===== config.mk =====
export PLATFORM = sky130hd
export DESIGN_NAME = axis_iq_packer_flat
export DESIGN_NICKNAME = d
export VERILOG_FILES = /design/src/rtl/axis_iq_packer_if.sv /design/src/rtl/axis_iq_packer.sv /design/src/flat_wrapper.sv
export SDC_FILE = /design/constraint.sdc
export NUM_CORES = 1
export LEC_CHECK = 0
export ABC_AREA = 1
export CAP_MARGIN = 30
export CELL_PAD_IN_SITES_DETAIL_PLACEMENT = 1
export CELL_PAD_IN_SITES_GLOBAL_PLACEMENT = 1
export CORE_UTILIZATION = 25
export CTS_CLUSTER_DIAMETER = 150
export CTS_CLUSTER_SIZE = 28
export DETAILED_ROUTE_END_ITERATION = 10
export GPL_ROUTABILITY_DRIVEN = 1
export GPL_TIMING_DRIVEN = 0
export PLACE_DENSITY = 0.6
export SLEW_MARGIN = 20
export SYNTH_ARGS = -nofsm -noshare
export SYNTH_HDL_FRONTEND = slang
export SYNTH_SLANG_ARGS = --single-unit

===== constraint.sdc =====
create_clock -name clk -period 3.77 [get_ports clk]
set_input_delay 0.754 -clock clk [delete_from_list [all_inputs] [get_ports clk]]
set_output_delay 0.754 -clock clk [all_outputs]
set_load 0.02 [all_outputs]

===== src/rtl/axis_iq_packer_if.sv =====
// axis_iq_packer_if: AXI-Stream bundle for the IQ packer's input and output streams
interface axis_iq_packer_if #(
  parameter int DW = 32,
  parameter int KW = 1
);
  logic [DW-1:0] tdata;
  logic [KW-1:0] tkeep;
  logic          tlast;
  logic          tvalid;
  logic          tready;
  modport master (output tdata, tkeep, tlast, tvalid, input tready);
  modport slave  (input tdata, tlast, tvalid, output tready);
endinterface


===== src/rtl/axis_iq_packer.sv =====
// axis_iq_packer: quantises 2x16-bit IQ samples and packs PACK lanes per output word, MSB lane first
module axis_iq_packer #(
  parameter int IN_WIDTH  = 32,
  parameter int OUT_BITS  = 4,
  parameter int OUT_WIDTH = 32
) (
  input  logic                    clk,
  input  logic                    reset,
  input  logic                    round_en,
  axis_iq_packer_if.slave         i_axis,
  axis_iq_packer_if.master        o_axis,
  output logic [15:0]             sat_count
);
  localparam int H    = IN_WIDTH / 2;
  localparam int S    = H - OUT_BITS;
  localparam int LW   = 2 * OUT_BITS;
  localparam int PACK = OUT_WIDTH / LW;
  localparam int KB   = $clog2(PACK);
  localparam logic signed [H:0] RC   = (S > 0) ? (H+1)'(1) << (S > 0 ? S - 1 : 0) : '0;
  localparam logic signed [H:0] QMAX = (H+1)'((1 << (OUT_BITS - 1)) - 1);
  localparam logic signed [H:0] QMIN = -QMAX - (H+1)'(1);
  logic [KB-1:0]        r_k;
  logic [OUT_WIDTH-1:0] r_acc;
  logic [OUT_WIDTH-1:0] r_data;
  logic [PACK-1:0]      r_keep;
  logic                 r_last;
  logic                 r_valid;
  logic [OUT_BITS:0]    w_qi;
  logic [OUT_BITS:0]    w_qq;
  logic [LW-1:0]        w_lane;
  logic [1:0]           w_nsat;
  logic                 w_complete;
  logic                 w_fire;
  logic [OUT_WIDTH-1:0] w_merged;
  logic [PACK-1:0]      w_keep;
  logic [16:0]          w_sat_sum;
  // Returns {clamped, q}: truncate keeps the top bits, round adds half an LSB at H+1 bits then clamps
  function automatic logic [OUT_BITS:0] quant(input logic [H-1:0] c, input logic rnd);
    logic signed [H:0] r;
    r = $signed({c[H-1], c}) + RC;
    r = r >>> S;
    if (!rnd) return {1'b0, c[H-1:S]};
    if (r > QMAX) return {1'b1, QMAX[OUT_BITS-1:0]};
    if (r < QMIN) return {1'b1, QMIN[OUT_BITS-1:0]};
    return {1'b0, r[OUT_BITS-1:0]};
  endfunction
  // Quantise the current beat, merge it into the word being built and decide acceptance
  always_comb begin
    w_qi       = quant(i_axis.tdata[IN_WIDTH-1:H], round_en);
    w_qq       = quant(i_axis.tdata[H-1:0], round_en);
    w_lane     = {w_qi[OUT_BITS-1:0], w_qq[OUT_BITS-1:0]};
    w_nsat     = 2'(w_qi[OUT_BITS]) + 2'(w_qq[OUT_BITS]);
    w_sat_sum  = 17'(sat_count) + 17'(w_nsat);
    w_complete = (r_k == KB'(PACK - 1)) || i_axis.tlast;
    w_merged   = r_acc | (OUT_WIDTH'(w_lane) << (LW * (PACK - 1 - int'(r_k))));
    w_keep     = ~({PACK{1'b1}} >> (int'(r_k) + 1));
    i_axis.tready = !(r_valid && !o_axis.tready && w_complete);
    w_fire     = i_axis.tvalid && i_axis.tready;
  end
  // Lane accumulator and output register; a completing beat reloads the output even as it drains
  always_ff @(posedge clk) begin
    if (reset) begin
      r_k     <= '0;
      r_acc   <= '0;
      r_data  <= '0;
      r_keep  <= '0;
      r_last  <= 1'b0;
      r_valid <= 1'b0;
    end else if (w_fire && w_complete) begin
      r_data  <= w_merged;
      r_keep  <= w_keep;
      r_last  <= i_axis.tlast;
      r_valid <= 1'b1;
      r_k     <= '0;
      r_acc   <= '0;
    end else begin
      if (o_axis.tready) r_valid <= 1'b0;
      if (w_fire) begin
        r_acc <= w_merged;
        r_k   <= r_k + KB'(1);
      end
    end
  end
  // Saturating count of clamped components over accepted beats
  always_ff @(posedge clk) begin
    if (reset) sat_count <= '0;
    else if (w_fire) sat_count <= w_sat_sum[16] ? 16'hFFFF : w_sat_sum[15:0];
  end
  assign o_axis.tdata  = r_data;
  assign o_axis.tkeep  = r_keep;
  assign o_axis.tlast  = r_last;
  assign o_axis.tvalid = r_valid;
endmodule


===== src/flat_wrapper.sv =====
// flat-port wrapper written by rule: the top's interface ports become plain ports
module axis_iq_packer_flat 
#(
  parameter int IN_WIDTH  = 32,
  parameter int OUT_BITS  = 4,
  parameter int OUT_WIDTH = 32
)
  (clk, reset, round_en, sat_count, i_axis_tdata, i_axis_tlast, i_axis_tvalid, i_axis_tready, o_axis_tdata, o_axis_tkeep, o_axis_tlast, o_axis_tvalid, o_axis_tready);
  axis_iq_packer_if #(.DW(32), .KW(1)) i_axis_i ();
  axis_iq_packer_if #(.DW(32), .KW(4)) o_axis_i ();
  input  logic clk;
  input  logic reset;
  input  logic round_en;
  output logic [15:0] sat_count;
  input wire logic [$bits(i_axis_i.tdata)-1:0] i_axis_tdata;
  input wire logic [$bits(i_axis_i.tlast)-1:0] i_axis_tlast;
  input wire logic [$bits(i_axis_i.tvalid)-1:0] i_axis_tvalid;
  output wire logic [$bits(i_axis_i.tready)-1:0] i_axis_tready;
  output wire logic [$bits(o_axis_i.tdata)-1:0] o_axis_tdata;
  output wire logic [$bits(o_axis_i.tkeep)-1:0] o_axis_tkeep;
  output wire logic [$bits(o_axis_i.tlast)-1:0] o_axis_tlast;
  output wire logic [$bits(o_axis_i.tvalid)-1:0] o_axis_tvalid;
  input wire logic [$bits(o_axis_i.tready)-1:0] o_axis_tready;
  assign i_axis_i.tdata = i_axis_tdata;
  assign i_axis_i.tlast = i_axis_tlast;
  assign i_axis_i.tvalid = i_axis_tvalid;
  assign i_axis_tready = i_axis_i.tready;
  assign o_axis_tdata = o_axis_i.tdata;
  assign o_axis_tkeep = o_axis_i.tkeep;
  assign o_axis_tlast = o_axis_i.tlast;
  assign o_axis_tvalid = o_axis_i.tvalid;
  assign o_axis_i.tready = o_axis_tready;
  axis_iq_packer #(.IN_WIDTH(IN_WIDTH), .OUT_BITS(OUT_BITS), .OUT_WIDTH(OUT_WIDTH)) u_core (.clk(clk), .reset(reset), .round_en(round_en), .i_axis(i_axis_i), .o_axis(o_axis_i), .sat_count(sat_count));
endmodule

; Word level (Yosys, flattened, before mapping)
; Cells that the tools add are included.
[op_classes]
add_sub_neg = 7
n_div = 0
n_reduce_logical = 9
multipliers = 0
n_mux = 25
shifts = 2
magnitude_cmp = 4
eq_ne = 1
bitwise = 2
[ops]
columns = operator, count
row1 = $mux 5, 12
row2 = $add 16x13->17 const B, 2
row3 = $or 32x32->32, 1
row4 = $shl 8x32->32, 1
row5 = $shr 4x32->4 const A, 1
row6 = $add 16x2->17, 1
row7 = $mux 16, 1
row8 = $mux 1, 12
row9 = $gt 5x4->1 const B, 2
row10 = $lt 5x4->1 const B, 2
row11 = $logic_and 1x1->1, 4
row12 = $not 4->4, 1
row13 = $add 2x1->3 const B, 1
row14 = $sub 2x2->3 const A, 1
row15 = $add 1x1->2, 1
row16 = $add 2x1->2 const B, 1
row17 = $eq 2x2->1 const B, 1
row18 = $logic_not 1->1, 2
row19 = $reduce_bool 2->1, 1
row20 = $reduce_or 2->1, 1
row21 = $logic_or 1x1->1, 1
[totals]
romBits = 0
mem_bits_rw = 0
regBits = 88
mem_count = 0
word_cells = 57
latchBits = 0
output_inout_bits = 55

; Logic depth before layout (Yosys ltp)
; Gate-level depths: netlist (run 1).
[logic_depth]
ltp_word = 12
ltp_mapped = 18
mapped_depth_nobuf = 18

; Least setup slack after synthesis (run 1)
; OpenSTA, ideal clock, no wires.
[synth_timing]
path_kind = input -> register
from = input i_axis_tdata[27]
to = register u_core.sat_count[12]
path_buffers = 0
t_arrival_ps = 2963
stages = 15
slack_ps = 691
required_time_ps = 3654
cell_sequence = ha_1 nand2_1 inv_1 nand2_1 xor2_1 inv_1 ha_1 nor2_1 fa_1 ha_1 nand4_2 nor2_2 nand3_1 o21ai_0 nor2_1
[synth_via]
elab_chain_cells = 11
elab_cells_between_ends = 16
cone_classes = 3 x add/sub / 2 x order compare / 11 x mux
[synth_rtl]
columns = item, line
row1 = from (decl), flat_wrapper.sv:15  ; input wire logic [$bits(i_axis_i.tdata)-1:0] i_axis_tdata;
row2 = $add 16x13->17 (*), axis_iq_packer.sv:40  ; r = $signed({c[H-1], c}) + RC;
row3 = $lt 5x4->1, axis_iq_packer.sv:44  ; if (r < QMIN) return {1'b1, QMIN[OUT_BITS-1:0]};
row4 = $mux 1 (2 in a row), axis_iq_packer.sv:44
row5 = $mux 1, axis_iq_packer.sv:43  ; if (r > QMAX) return {1'b1, QMAX[OUT_BITS-1:0]};
row6 = $mux 5, axis_iq_packer.sv:45  ; return {1'b0, r[OUT_BITS-1:0]};
row7 = $mux 5 (*), axis_iq_packer.sv:44
row8 = $mux 5 (*), axis_iq_packer.sv:43
row9 = $add 1x1->2 (*), axis_iq_packer.sv:52  ; w_nsat = 2'(w_qi[OUT_BITS]) + 2'(w_qq[OUT_BITS]);
row10 = $add 16x2->17 (*), axis_iq_packer.sv:53  ; w_sat_sum = 17'(sat_count) + 17'(w_nsat);
row11 = $mux 16 (*), axis_iq_packer.sv:87  ; else if (w_fire) sat_count <= w_sat_sum[16] ? 16'hFFFF : w_sat_sum[15:0];
row12 = to (signal assigned), axis_iq_packer.sv:87
row13 = to (decl), axis_iq_packer.sv:12  ; output logic [15:0] sat_count
; Mark *: on every way between the ends. The rest lies on a longest branch, timed or not. The select of a mux whose other input is x is not followed.
; A chain may end at the register's enable or synchronous reset.

; Final worst setup path (run 1)
[layout_timing]
from = input i_axis_tdata[28]
to = register u_core.sat_count[14]
; The elaborated chain is that of the path after synthesis.

==> results of run 1 <==
[layout make-up]
| class | instances | area [sq um] |
|---|---|---|
| fill | 1986 | 10650 |
| multi-input combinational | 394 | 1919 |
| sequential | 88 | 1762 |
| timing repair buffer | 71 | 705.7 |
| inverter | 96 | 360.3 |
| tap | 216 | 270.3 |
| clock buffer | 11 | 232.7 |
| buffer | 23 | 123.9 |
| clock inverter | 4 | 32.53 |
[cell usage in the layout (no fill, tap or decap), types with 3 or more instances in the layout]
| cell type | count |
|---|---|
| o21ai_1 | 11 |
| a21oi_1 | 34 |
| nor2_2 | 3 |
| inv_2 | 3 |
| buf_4 | 4 |
| inv_1 | 93 |
| dfxtp_1 | 88 |
| ha_1 | 11 |
| clkbuf_16 | 9 |
| nand2_1 | 141 |
| buf_2 | 4 |
| clkdlybuf4s50_1 | 69 |
| o21ai_0 | 66 |
| clkbuf_1 | 12 |
| nand4_1 | 8 |
| buf_6 | 3 |
| nand3_1 | 28 |
| nor2_1 | 68 |
[worst reg2reg max path, stage by stage (launching register included)]
cell      delay, ps
dfxtp_1         400
ha_1            190
inv_2            50
nand2_2          90
nand3_2         120
nand2_2         160
inv_2           120
nand2_4         110
nor2_1           50
inv_1           230
clkbuf_2        270
o21ai_0         130
[worst max path at each step]
stage	endpoint	from	slack (ps)
after floorplan	u_core.sat_count[12]$_SDFFE_PP0P_	i_axis_tdata[27]	690
after global placement	u_core.sat_count[10]$_SDFFE_PP0P_	i_axis_tdata[28]	-190
after detailed placement	u_core.sat_count[14]$_SDFFE_PP0P_	i_axis_tdata[28]	-370
after CTS	u_core.sat_count[14]$_SDFFE_PP0P_	i_axis_tdata[28]	80
after global routing	u_core.sat_count[12]$_SDFFE_PP0P_	i_axis_tdata[28]	60
final	u_core.sat_count[14]$_SDFFE_PP0P_	i_axis_tdata[28]	310
[cell families (layout without fill, tap and decap cells)]
| kind of cell | after synthesis | after routing | share of synthesized area [%] |
|---|---|---|---|
| and+or+nand+nor | 258 | 258 | 25.93 |
| adders and majority gates | 12 | 12 | 3.803 |
| buffers and inverters | 119 | 205 | 11.68 |
| xor gates and xnor gates | 5 | 5 | 1.057 |
| AOI/OAI and AO/OA | 119 | 119 | 15.03 |
| DFF | 88 | 88 | 42.50 |
[per-stage QoR]
stage,instance area (sq um),power [mW],setup TNS [ps]
2_1_floorplan,4145,1.158,0
3_3_place_gp,5106,1.267,-1619
3_5_place_dp,5106,1.276,-3247
4_1_cts,5376,2.112,0
5_1_grt,5406,2.189,0
6_report,5406,2.088,0
[routing by layer]
metal / vias up / track usage, % / wire [um]
li1: 2046 / - / -
met1: 1930 / 19.92 / 6261
met2: 52 / 27.92 / 6032
met3: 12 / 2.769 / 357
met4: 0 / 5.477 / 173
met5: - / 0 / 0
[sequential cells by signal, summed over array words and instances, names as in the netlist]
register and count:
u_core.o_axis.tdata 32, u_core.o_axis.tkeep 4, u_core.o_axis.tlast 1, u_core.o_axis.tvalid 1, u_core.r_acc 32, u_core.r_k 2, u_core.sat_count 16
[cells in the mapped netlist (all sizes together)]
library cell	number
clkbuf	12
nand3	29
o21bai	2
ha	11
o22ai	1
a21oi	34
xnor2	2
nand4	10
nor2	72
o21a	1
nand2	145
inv	96
o21ai	77
dfxtp	88
xor2	3
nor3	2
fa	1
o31ai	2
a31oi	2
buf	11
[power groups by stage]
| stage | Clock (mW) | Combinational, mW | Sequential (mW) |
|---|---|---|---|
| 2_1_floorplan | 0 | 0.145 | 1.01 |
| 3_3_place_gp | 0 | 0.272 | 0.995 |
| 3_5_place_dp | 0 | 0.280 | 0.996 |
| 4_1_cts | 0.853 | 0.283 | 0.975 |
| 5_1_grt | 0.896 | 0.315 | 0.978 |
| 6_report | 0.831 | 0.282 | 0.975 |
[timing repair]
item | CTS | global route
setup endpoints to repair | 1 | 12
setup buffers | 0 | 2
pin swaps | 0 | 1
gates resized for setup | 1 | 5
==> qor.yml, run 1 <==
r2r-start: "u_core.r_k[0]$_SDFFE_PP0P_"
port_buffers: 69
grt_pass1_wl_um: 20870
htreeDepth: 3
io_pins: 93
worstPathRequired_ps: 4010
setup_viol: 0
hold_class: "register to register"
reg2regPathDepth: 11
crit_fanout: 8
slowest_delay_ps: 540
pre_cts_ws_ps: -367.3
cp-end-kind: "register"
antenna_found_initial: 0
place_congestion: 0.8233
grt_max_degree: 15
layout.nets: 733
avgSynthCellArea_sq_um: 6.897
synth.area.top_cells: "dfxtp_1 42%, nand2_1 13%, inv_1 8.4%, o21ai_0 8.1%, nor2_1 6.3%"
worst_slew_pin_slew_ps: 652.4
syn-num-nets: 651
postCtsHoldBufs: 0
whs_endpoint: "u_core.r_acc[30]$_SDFFE_PP0P_"
start_util_pct: 25.81
hold_violations: 0
dieArea_sq_um: 17100
cts_tree: "built"
arrival_ps: 3700
intPower_mw: 1.506
p_leak_nw: 2.158
fp-row-count: 46
fin_cells: 903
yosysTopAreaCell: "dfxtp_1"
p_sw_uw: 581.9
syn_area_sq_um: 4145
drtPass1Iterations: 4
setup.worst_path.start_class: "input port"
swShare_pct: 27.86
crit_buf_inv: 3
clock_power_share_pct: 39.8
max_freq_mhz: 288.7
worst_slack_ps: 306.6
p_per_area_nw_per_um2: 386.3
die_y_um: 130.8
cts_made_buffers: 9
wirelength_um: 12820
drv_cap: 0
fin_skew_ps: 8.171
grt_overflow: 0
holdPathStages: 2
min_from: "u_core.r_acc[30]$_SDFFE_PP0P_"
worst_r2r_endpoint: "u_core.o_axis.tdata[17]$_SDFFE_PP0P_"
relSlewSlack_pct: 56.05
cts_buffer_depth: 2
whs_ps: 457.1
clock_latency_ps: 350
drt-initial-drc-count: 133
via_per_inst: 4.474
ys_warn_count: 0
drc_errors: 0
grt_util_all_layers_pct: 16.03
vias: 4040
yosysTopAreaCellShare_pct: 42.50
final_core_util_pct: 33.67
slowest_stage: "clkdlybuf4s50_1"
fin_crit_ps: 3463
pwr-share-seq_pct: 46.7
dp_cells: 886
n_antenna_cell: 0
p_comb_share_pct: 13.5
ys_seq_elements: 88
irDropWorstVdd_uv: 211.0
grt_pass1_vias: 4227
rsz0062_at_grt: "false"
status: "complete, no violations"
slew_viol_final: 0
postSynthCellCount: 601
wl_per_cell_um: 14.20
critical_path_depth: 16
critPathKind: "input port to register"
rrSetupSlack_ps: 1720
core_sq_um: 16060
cp_top_family: "adder cells"
period_share_pct: 91.87
synth_cell_type_count: 32
drive_above_1_share_pct: 6.405
die_w_um: 130.8
cts.sinks: 88
cp_cell_sequence: "clkdlybuf4s50_1 > ha_1 > nand2_1 > inv_1 > nand2_1 > xor2_2 > inv_1 > ha_1 > nor2_2 > fa_2 > ha_1 > nand4_2 > nor2_4 > nand3_1 > o21ai_1 > nor2_1"
critical_path.most_common_cell: "ha_1"
root_buffer: "clkbuf_16"
clkTransAtPathRegs_ps: 70
final_antenna_net_count: 0
hpwlAfterDp_um: 9793
syn_to_final_growth_pct: 30.43
seq_area_frac_synth_pct: 42.50
Note: power is estimated with default switching activity, not from simulation.
==> inputs of run 2 (changes only) <==
--- a/config.mk
+++ b/config.mk
@@ -5,17 +5,15 @@
 export SDC_FILE = /design/constraint.sdc
 export NUM_CORES = 1
 export LEC_CHECK = 0
-export ABC_AREA = 1
 export CAP_MARGIN = 30
 export CELL_PAD_IN_SITES_DETAIL_PLACEMENT = 1
 export CELL_PAD_IN_SITES_GLOBAL_PLACEMENT = 1
-export CORE_UTILIZATION = 25
+export CORE_UTILIZATION = 37
 export CTS_CLUSTER_DIAMETER = 150
-export CTS_CLUSTER_SIZE = 28
 export DETAILED_ROUTE_END_ITERATION = 10
 export GPL_ROUTABILITY_DRIVEN = 1
 export GPL_TIMING_DRIVEN = 0
-export PLACE_DENSITY = 0.6
+export PLACE_DENSITY = 0.8
 export SLEW_MARGIN = 20
 export SYNTH_ARGS = -nofsm -noshare
 export SYNTH_HDL_FRONTEND = slang
==> run 2 against run 1 <==
Against the previous run: flip-flop and latch count unchanged; die area fell by 35%; final cell count is 23% lower; register-to-register slack worse by 150 ps; synthesized cell count shrank 21%; critical path depth shrank 3; synthesized area down 3.9%; clock skew is 8.5 ps higher; critical endpoint is now u_core.sat_count[2]$_SDFFE_PP0P_.
==> qor.yml, run 2 <==
worst_r2r_endpoint: "u_core.o_axis.tdata[15]$_SDFFE_PP0P_"
root_buffer: "clkbuf_8"
worstPathRequired_ps: 4060
max_freq_mhz: 279.6
yosysTopAreaCellShare_pct: 44.22
final_antenna_net_count: 0
port_buffers: 69
critical_path.most_common_cell: "ha_1"
seq_area_frac_synth_pct: 44.22
die_w_um: 105.8
clock_latency_ps: 370
setup_viol: 0
drive_above_1_share_pct: 7.638
cp-end-kind: "register"
syn_area_sq_um: 3984
cts_tree: "built"
vias: 3853
avgSynthCellArea_sq_um: 8.369
clock_power_share_pct: 36.4
cts_made_buffers: 9
grt_pass1_wl_um: 20660
syn_to_final_growth_pct: 28.08
p_per_area_nw_per_um2: 420.1
tns_ps: 0
holdPathStages: 2
dieArea_sq_um: 11190
ys_warn_count: 0
wirelength_um: 12630
fp-row-count: 37
layout.nets: 608
relSlewSlack_pct: 58.22
rrSetupSlack_ps: 1570
swShare_pct: 29.28
post_cts_buffers: 0
critPathKind: "input port to register"
layout_commonest_cell: "dfxtp_1"
rsz0062_at_grt: "false"
whs_endpoint: "u_core.r_acc[30]$_SDFFE_PP0P_"
setup.worst_path.start_class: "input port"
hold_violations: 0
start_util_pct: 38.42
slew_viol_final: 0
critPathLaunch: "i_axis_tdata[28]"
p_leak_nw: 1.818
fin_skew_ps: 16.71
grt_max_degree: 17
die_y_um: 105.8
grt_util_all_layers_pct: 23.48
syn-num-nets: 526
drv_cap: 0
place_congestion: 0.7939
slowest_delay_ps: 580
pwr-share-seq_pct: 46.7
via_per_inst: 5.512
fin_crit_ps: 3577
yosysMostFrequentCell: "dfxtp_1"
grt_overflow: 0
ys_seq_elements: 88
wl_per_cell_um: 18.07
hold_class: "register to register"
intPower_mw: 1.516
min_from: "u_core.r_acc[30]$_SDFFE_PP0P_"
r2r-start: "u_core.r_k[0]$_SDFFE_PP0P_"
cts_resized: 0
postSynthCellCount: 476
antenna_found_initial: 0
core_sq_um: 10370
drc_errors: 0
reg2regPathDepth: 7
p_sw_uw: 627.5
n_antenna_cell: 0
crit_buf_inv: 2
irDropWorstVdd_uv: 201.3
period_share_pct: 94.87
postCtsHoldBufs: 0
layout_common_cells: "88 x dfxtp_1, 79 x nor2_1, 69 x clkdlybuf4s50_1, 38 x a211oi_1"
p_comb_share_pct: 16.9
slowest_stage: "or4_4"
cts.sinks: 88
yosysTopAreaCell: "dfxtp_1"
cp_cell_sequence: "clkdlybuf4s50_1 > ha_1 > nand3_1 > xnor2_2 > ha_1 > nor2b_1 > fa_1 > ha_1 > and2_1 > o2111ai_1 > or4_4 > buf_6 > a21oi_1"
clkTransAtPathRegs_ps: 90
drtPass1Iterations: 4
htreeDepth: 3
worst_slew_pin_slew_ps: 626.6
hpwlAfterDp_um: 9079
io_pins: 93
crit_fanout: 10
final_core_util_pct: 49.20
synth.area.top_cells: "dfxtp_1 44%, nor2_1 7.4%, a211oi_1 7.2%, a31oi_1 3.9%, ha_1 3.5%"
synthFlopType: "dfxtp_1"
status: "complete, no violations"
drt-initial-drc-count: 135
synth_edf_count: 0
arrival_ps: 3860
ys_async_sr_fraction_pct: 0
grt_pass1_vias: 3977
synth_cell_type_count: 43
cp_top_family: "simple AND/OR/NAND/NOR gates"
synth_common_cells: "88 x dfxtp_1, 79 x nor2_1, 38 x a211oi_1"
cts_buffer_depth: 2
-- run 2: changes by cell type in the layout (fill, tap and decap cells not counted), sizes merged, moves of 15 or more --
cell	delta
nor3	+18
nand3	-15
nand2	-120
a31oi	+23
a211oi	+38
o21ai	-47
inv	-80
-- run 2: layer usage --
layer,GRT usage (%),part of all wire [%],vias to the layer above
met3,4.267,4.1,18
met4,7.341,2.2,0
met2,39.78,48,88
li1,-,-,1873
met1,30.15,46,1874
met5,0,0,-
-- run 2: power by group through the flow --
| stage | Clock (mW) | Combinational [mW] | Sequential (mW) |
|---|---|---|---|
| final | 0.780 | 0.363 | 1.00 |
| after global routing | 0.823 | 0.396 | 1.01 |
| after CTS | 0.782 | 0.358 | 1.00 |
| after detailed placement | 0 | 0.354 | 1.02 |
| after global placement | 0 | 0.343 | 1.02 |
| after floorplan | 0 | 0.172 | 1.05 |
-- run 2: stage by stage --
stage	hold slack [ps]	setup WS, ps	cell area (sq um)	std cells	total power [mW]
after floorplan	425.7	705.3	3984	476	1.223
after global placement	440.1	-53.18	4845	681	1.362
after detailed placement	443.0	-143.4	4845	681	1.375
after CTS	457.0	209.8	5080	697	2.140
after global routing	484.6	14.96	5102	699	2.224
final	461.7	193.4	5102	699	2.144
-- run 2: layout make-up --
cell class                 instances  area [sq um]
fill                            1276          5268
multi-input combinational        343          2029
sequential                        88          1762
timing repair buffer              71         705.7
tap                              136         170.2
buffer                            32         151.4
clock buffer                      10         137.6
clock inverter                     6         97.59
inverter                          13         48.80
-- run 2: tightest hold or removal path, stage by stage, from the launching register on --
cell     delay (ps)
dfxtp_1         320
nand2_1          50
o21ai_1          50
-- run 2: cell families after synthesis --
kind of cell	share of synthesized area (%)
AND/OR/NAND/NOR	20.79
AO/OA/AOI/OAI	22.36
flip-flops	44.22
buffers and inverters	5.025
adder cells (fa/ha/maj)	3.957
XOR/XNOR	1.759
multiplexers	1.884
-- run 2: worst max-delay path by stage --
stage / endpoint / slack [ps] / cells after the start
final: u_core.sat_count[2]$_SDFFE_PP0P_ / 190 / 13
after floorplan: u_core.sat_count[10]$_SDFFE_PP0P_ / 710 / 12
after detailed placement: u_core.sat_count[7]$_SDFFE_PP0P_ / -140 / 13
after global routing: u_core.sat_count[2]$_SDFFE_PP0P_ / 10 / 13
after CTS: u_core.sat_count[2]$_SDFFE_PP0P_ / 210 / 13
after global placement: u_core.sat_count[13]$_SDFFE_PP0P_ / -50 / 13
==> inputs of run 3 (changes only) <==
==> constraint.sdc (replaced) <==
create_clock -name clk -period 3.77 [get_ports clk]
set_input_delay 0.754 -clock clk [delete_from_list [all_inputs] [get_ports clk]]
set_output_delay 0.754 -clock clk [all_outputs]
set_load 0.005 [all_outputs]
==> results of run 3 <==
Same layout as run 2 (identical final DEF). Status: complete, no violations.
Main changes from that run: total power 2.144 mW -> 2.110 mW; worst IR drop on VDD 201.3 uV -> 200.7 uV
